### config.mk
export PLATFORM = sky130hd
export DESIGN_NAME = serial_add_sub
export DESIGN_NICKNAME = d
export VERILOG_FILES = /design/src/rtl/serial_add_sub.sv
export SDC_FILE = /design/constraint.sdc
export NUM_CORES = 1
export LEC_CHECK = 0
export ABC_AREA = 1
export CORE_UTILIZATION = 35
export DETAILED_ROUTE_END_ITERATION = 10
export SLEW_MARGIN = 20
export SYNTH_ARGS = -nofsm -noshare
export SYNTH_HDL_FRONTEND = slang
export SYNTH_SLANG_ARGS = --single-unit
### constraint.sdc
create_clock -name i_clock -period 1.9 [get_ports i_clock]
set_input_delay 0.38 -clock i_clock [delete_from_list [all_inputs] [get_ports i_clock]]
set_output_delay 0.38 -clock i_clock [all_outputs]
set_load 0.05 [all_outputs]
### src/rtl/serial_add_sub.sv
// ============================================================================
// Module   : serial_add_sub
// Purpose  : Add/subtract unit that works through CHUNK bits per clock, LSB first,
//            using one CHUNK-wide adder slice. Reports carry/borrow and signed overflow.
// Options  : SERIAL_ADD_SUB_SATURATE_EN enables unsigned saturation of o_result.
// Revision : 1.0 - initial release
// ============================================================================
`default_nettype none

module serial_add_sub #(
  parameter int BITS  = 8,
  parameter int CHUNK = 2
) (
  input  logic            i_clock,
  input  logic            i_reset,
  input  logic            i_start,
  input  logic            i_subtract,
  input  logic [BITS-1:0] i_a,
  input  logic [BITS-1:0] i_b,
  output logic            o_busy,
  output logic            o_done,
  output logic [BITS-1:0] o_result,
  output logic            o_carry,
  output logic            o_overflow
);

  localparam int K  = BITS / CHUNK;
  localparam int CW = (K > 1) ? $clog2(K) : 1;
  localparam logic [CW-1:0] c_LAST = CW'(K - 1);

  localparam logic [1:0] c_IDLE = 2'd0;
  localparam logic [1:0] c_RUN  = 2'd1;
  localparam logic [1:0] c_DONE = 2'd2;

  generate
    if (BITS < 1 || CHUNK < 1 || (BITS % CHUNK) != 0) begin : g_param_check
      $error("serial_add_sub: BITS must be >= 1 and a multiple of CHUNK");
    end
  endgenerate

  logic [1:0]      r_state;
  logic [BITS-1:0] r_a;
  logic [BITS-1:0] r_b;
  logic [BITS-1:0] r_res;
  logic            r_sub;
  logic            r_carry;
  logic [CW-1:0]   r_cnt;
  logic [BITS-1:0] r_result;
  logic            r_carry_flag;
  logic            r_overflow;

  logic [CHUNK-1:0] w_b_chunk;
  logic [CHUNK:0]   w_sum;
  logic             w_cin_msb;
  logic             w_flag_c;
  logic [BITS-1:0]  w_res_next;
  logic [BITS-1:0]  w_a_next;
  logic [BITS-1:0]  w_b_next;
  logic [BITS-1:0]  w_result_final;

  assign w_b_chunk = r_b[CHUNK-1:0] ^ {CHUNK{r_sub}};
  assign w_sum     = {1'b0, r_a[CHUNK-1:0]} + {1'b0, w_b_chunk} + {{CHUNK{1'b0}}, r_carry};
  // Carry into the slice MSB recovered from the MSB sum bit; reduces to r_carry when CHUNK = 1.
  assign w_cin_msb = r_a[CHUNK-1] ^ w_b_chunk[CHUNK-1] ^ w_sum[CHUNK-1];
  assign w_flag_c  = w_sum[CHUNK] ^ r_sub;

  generate
    if (K == 1) begin : g_single
      assign w_res_next = w_sum[CHUNK-1:0];
      assign w_a_next   = r_a;
      assign w_b_next   = r_b;
    end else begin : g_multi
      assign w_res_next = {w_sum[CHUNK-1:0], r_res[BITS-1:CHUNK]};
      assign w_a_next   = {{CHUNK{1'b0}}, r_a[BITS-1:CHUNK]};
      assign w_b_next   = {{CHUNK{1'b0}}, r_b[BITS-1:CHUNK]};
    end
  endgenerate

`ifdef SERIAL_ADD_SUB_SATURATE_EN
  always_comb begin
    w_result_final = w_res_next;
    if (w_flag_c) begin
      w_result_final = r_sub ? '0 : '1;
    end
  end
`else
  assign w_result_final = w_res_next;
`endif

  always_ff @(posedge i_clock or posedge i_reset) begin
    if (i_reset) begin
      r_state      <= c_IDLE;
      r_a          <= '0;
      r_b          <= '0;
      r_res        <= '0;
      r_sub        <= 1'b0;
      r_carry      <= 1'b0;
      r_cnt        <= '0;
      r_result     <= '0;
      r_carry_flag <= 1'b0;
      r_overflow   <= 1'b0;
    end else begin
      case (r_state)
        c_IDLE, c_DONE: begin
          if (i_start) begin
            r_a     <= i_a;
            r_b     <= i_b;
            r_sub   <= i_subtract;
            r_carry <= i_subtract;
            r_cnt   <= '0;
            r_state <= c_RUN;
          end else begin
            r_state <= c_IDLE;
          end
        end
        c_RUN: begin
          r_a     <= w_a_next;
          r_b     <= w_b_next;
          r_res   <= w_res_next;
          r_carry <= w_sum[CHUNK];
          r_cnt   <= r_cnt + 1'b1;
          if (r_cnt == c_LAST) begin
            r_state      <= c_DONE;
            r_result     <= w_result_final;
            r_carry_flag <= w_flag_c;
            r_overflow   <= w_cin_msb ^ w_sum[CHUNK];
          end
        end
        default: r_state <= c_IDLE;
      endcase
    end
  end

  assign o_busy     = (r_state == c_RUN);
  assign o_done     = (r_state == c_DONE);
  assign o_result   = r_result;
  assign o_carry    = r_carry_flag;
  assign o_overflow = r_overflow;

endmodule

`default_nettype wire

==> impl_metrics.env <==
export IMPL_htreeDepth=2
export IMPL_cts_clk_slew_worst_paths_ns=0.08
export IMPL_synth_compound_area_share_pct=10.56
export IMPL_regToRegSetupSlack_ns=0.08
export IMPL_cts_root_buf="clkbuf_8"
export IMPL_synth_cell_types=20
export IMPL_tns_ns=0
export IMPL_crit_start="r_sub"
export IMPL_areaGrowthSynthToFinish_pct=26.32
export IMPL_status="finished, final reports clean"
export IMPL_cts_path_max_buffers=2
export IMPL_synth_nets=216
export IMPL_dp_hpwl_um=2127
export IMPL_timing_final_hold_violations=0
export IMPL_grt_setup_unrepaired="yes"
export IMPL_ir_drop_v=0.001092
export IMPL_ant_nets=0
export IMPL_cts_tree="yes"
export IMPL_ios=32
export IMPL_synthAdderAreaFrac_pct=3.709
export IMPL_timing_hold_worst_class="flip-flop to flip-flop"
export IMPL_worst_endpoint_required_ns=2.08
export IMPL_start_util_pct=36.65
export IMPL_rows=25
export IMPL_fmax_ghz=0.5495
export IMPL_ys_seq_elements=38
export IMPL_viasPerCell=4.303
export IMPL_powerDensity_mw_per_mm2=1995
export IMPL_finalMaxSlewViolations=0
export IMPL_postLayoutSetupSlackWorst_ns=0.08010
export IMPL_synth_xor_area_share_pct=1.498
export IMPL_wirelength_um=3144
export IMPL_r2r_start="r_sub"
export IMPL_synth_simple_area_share_pct=20.97
export IMPL_ys_seq_area_share_pct=54.21
export IMPL_cts_hold_buf=0
export IMPL_whs_ns=0.4704
export IMPL_final_util_pct=46.30
export IMPL_period_share_pct=95.78
export IMPL_critPathLaunchType="flip-flop"
export IMPL_grt_max_degree=39
export IMPL_coreArea_mm2=0.004786
export IMPL_worstMarginPinSlew_ns=0.4870
export IMPL_die_w_um=72.80
export IMPL_place_ws_ns=0.02100
export IMPL_p_leak_nw=1.070
export IMPL_synth_avg_cell_area_um2=9.136
export IMPL_dr_pass1_iters=4
export IMPL_drive_gt1_share_pct=17.83
export IMPL_yosys_warnings=0
export IMPL_maxSlewHeadroom_pct=67.43
export IMPL_power_mw=4.420
export IMPL_grt_pass1_vias=1173
export IMPL_setup_viol=0
export IMPL_grt_antenna_before_repair=0
export IMPL_worst_setup_path_type="flip-flop to flip-flop"
export IMPL_finalCriticalPeriod_ns=1.820
export IMPL_synth_area_mux_share_pct=0
export IMPL_min_from="o_result[0]"
export IMPL_grt_total_usage_pct=13.56
export IMPL_critPathMaxFanout=2
export IMPL_cts_sinks=38
export IMPL_gr_total_overflow=0
export IMPL_portBuffers=31
export IMPL_worst_endpoint_arrival_ns=2.00
export IMPL_cts_buffers=5
export IMPL_synth_top_family_by_area="simple AND/OR/NAND/NOR gates"
export IMPL_drc_errors=0
export IMPL_antenna_cells=0
export IMPL_syn_area_mm2=0.001754
export IMPL_clock_latency_ns=0.28
export IMPL_drt_iter0_drc=41
export IMPL_dieArea_mm2=0.005299
export IMPL_synthCells=192
export IMPL_cap_violations=0
export IMPL_end_kind="flip-flop"
export IMPL_fin_skew_ns=0.008853
export IMPL_die_h_um=72.80
export IMPL_dr_total_vias=1278
export IMPL_grt_pass1_wl_um=5430
export IMPL_fin_nets=253
export IMPL_wl_per_cell_um=10.59
export IMPL_gp_congestion=0.7240
==> cells in the mapped netlist <==
cell type / number / area, um^2
nor3_1: 12 / 60.06
o21ai_1: 1 / 5.000
fa_1: 2 / 40.04
buf_6: 4 / 45.04
o21ai_0: 22 / 110.1
nor2_4: 2 / 22.52
nand3_1: 3 / 15.01
ha_1: 2 / 25.02
dfrtp_1: 38 / 950.9
o21ai_2: 7 / 61.31
nor2_1: 14 / 52.55
xnor2_1: 1 / 8.760
nand2_4: 3 / 33.78
a21oi_2: 1 / 8.760
buf_4: 1 / 7.510
inv_1: 25 / 93.84
inv_2: 2 / 7.510
xor2_1: 2 / 17.52
nand2_1: 49 / 183.9
buf_2: 1 / 5.000
==> sequential cells by signal, summed over array words and instances (netlist names) <==
signal and count:
o_carry 1, o_overflow 1, o_result 8, r_b 8, r_cnt 2, r_carry 1
r_a 8, r_sub 1, r_state 2, r_res 6
==> final timing paths <==
check                         endpoint  depth (start not counted)
min in group asynchronous       r_a[6]                          3
hold reg to reg            o_result[0]                          2
setup / recovery            o_overflow                          8
max in group asynchronous       r_b[0]                          3
hold / removal             o_result[0]                          2
setup reg to reg            o_overflow                          8
==> cell usage in the layout, fill, tap and decap left out, drive strengths merged <==
cell           instances
nand2                 52
clkinvlp               1
nor3                  12
buf                   15
nand3                  3
nor2                  16
clkbuf                 6
fa                     2
a21oi                  1
dfrtp                 38
ha                     2
xor2                   2
clkinv                 1
xnor2                  1
o21ai                 30
inv                   27
clkdlybuf4s50         21
==> final cells by class <==
type / count / area [um^2]
Fill cell: 479 / 2570
Clock inverter: 2 / 12.51
Clock buffer: 6 / 82.58
Multi-Input combinational cell: 121 / 649.4
Sequential cell: 38 / 950.9
Timing Repair Buffer: 36 / 335.3
Inverter: 27 / 101.3
Tap cell: 67 / 83.83
==> worst max-delay path, cell delays in order, from the launching register on <==
cell     delay [ns]
dfrtp_1        0.39
xor2_1         0.18
fa_2           0.34
fa_1           0.52
inv_2          0.05
nand2_2        0.05
nand3_1        0.07
nand3_1        0.08
nand2_1        0.05
==> metal layers <==
layer | track usage, % | part of all wire (%) | wire (um) | vias to the layer above
li1 | - | - | - | 667
met1 | 18.68 | 51 | 1596 | 588
met2 | 20.46 | 45 | 1407 | 21
met3 | 4.420 | 3.5 | 110 | 2
met4 | 3.922 | 0.92 | 29 | 0
met5 | 0 | 0 | 0 | -
==> through the flow <==
| step | cells | cell area (um^2) |
|---|---|---|
| 2_1_floorplan | 192 | 1754 |
| 3_3_place_gp | 289 | 2116 |
| 3_5_place_dp | 289 | 2116 |
| 4_1_cts | 297 | 2211 |
| 5_1_grt | 297 | 2216 |
| 6_report | 297 | 2216 |
==> logic make-up (layout without fill, tap and decap cells) <==
family | after synthesis | after routing
xor+xnor | 3 | 3
fa+ha+maj | 4 | 4
buf+inv | 33 | 71
flops | 38 | 38
simple gates | 83 | 83
compound gates | 31 | 31
==> what timing repair did <==
action	in CTS	in global routing
endpoints found under the setup margin	0	2
buffers inserted	0	0
resized for setup	0	4
==> power breakdown <==
part	internal, mW	total (mW)	leakage (nW)	switching (mW)
sequential	1.20	1.41	0.465	0.209
combinational	0.897	2.43	0.558	1.53
clock	0.292	0.580	0.0472	0.289
(Power assumes the default switching activity.)
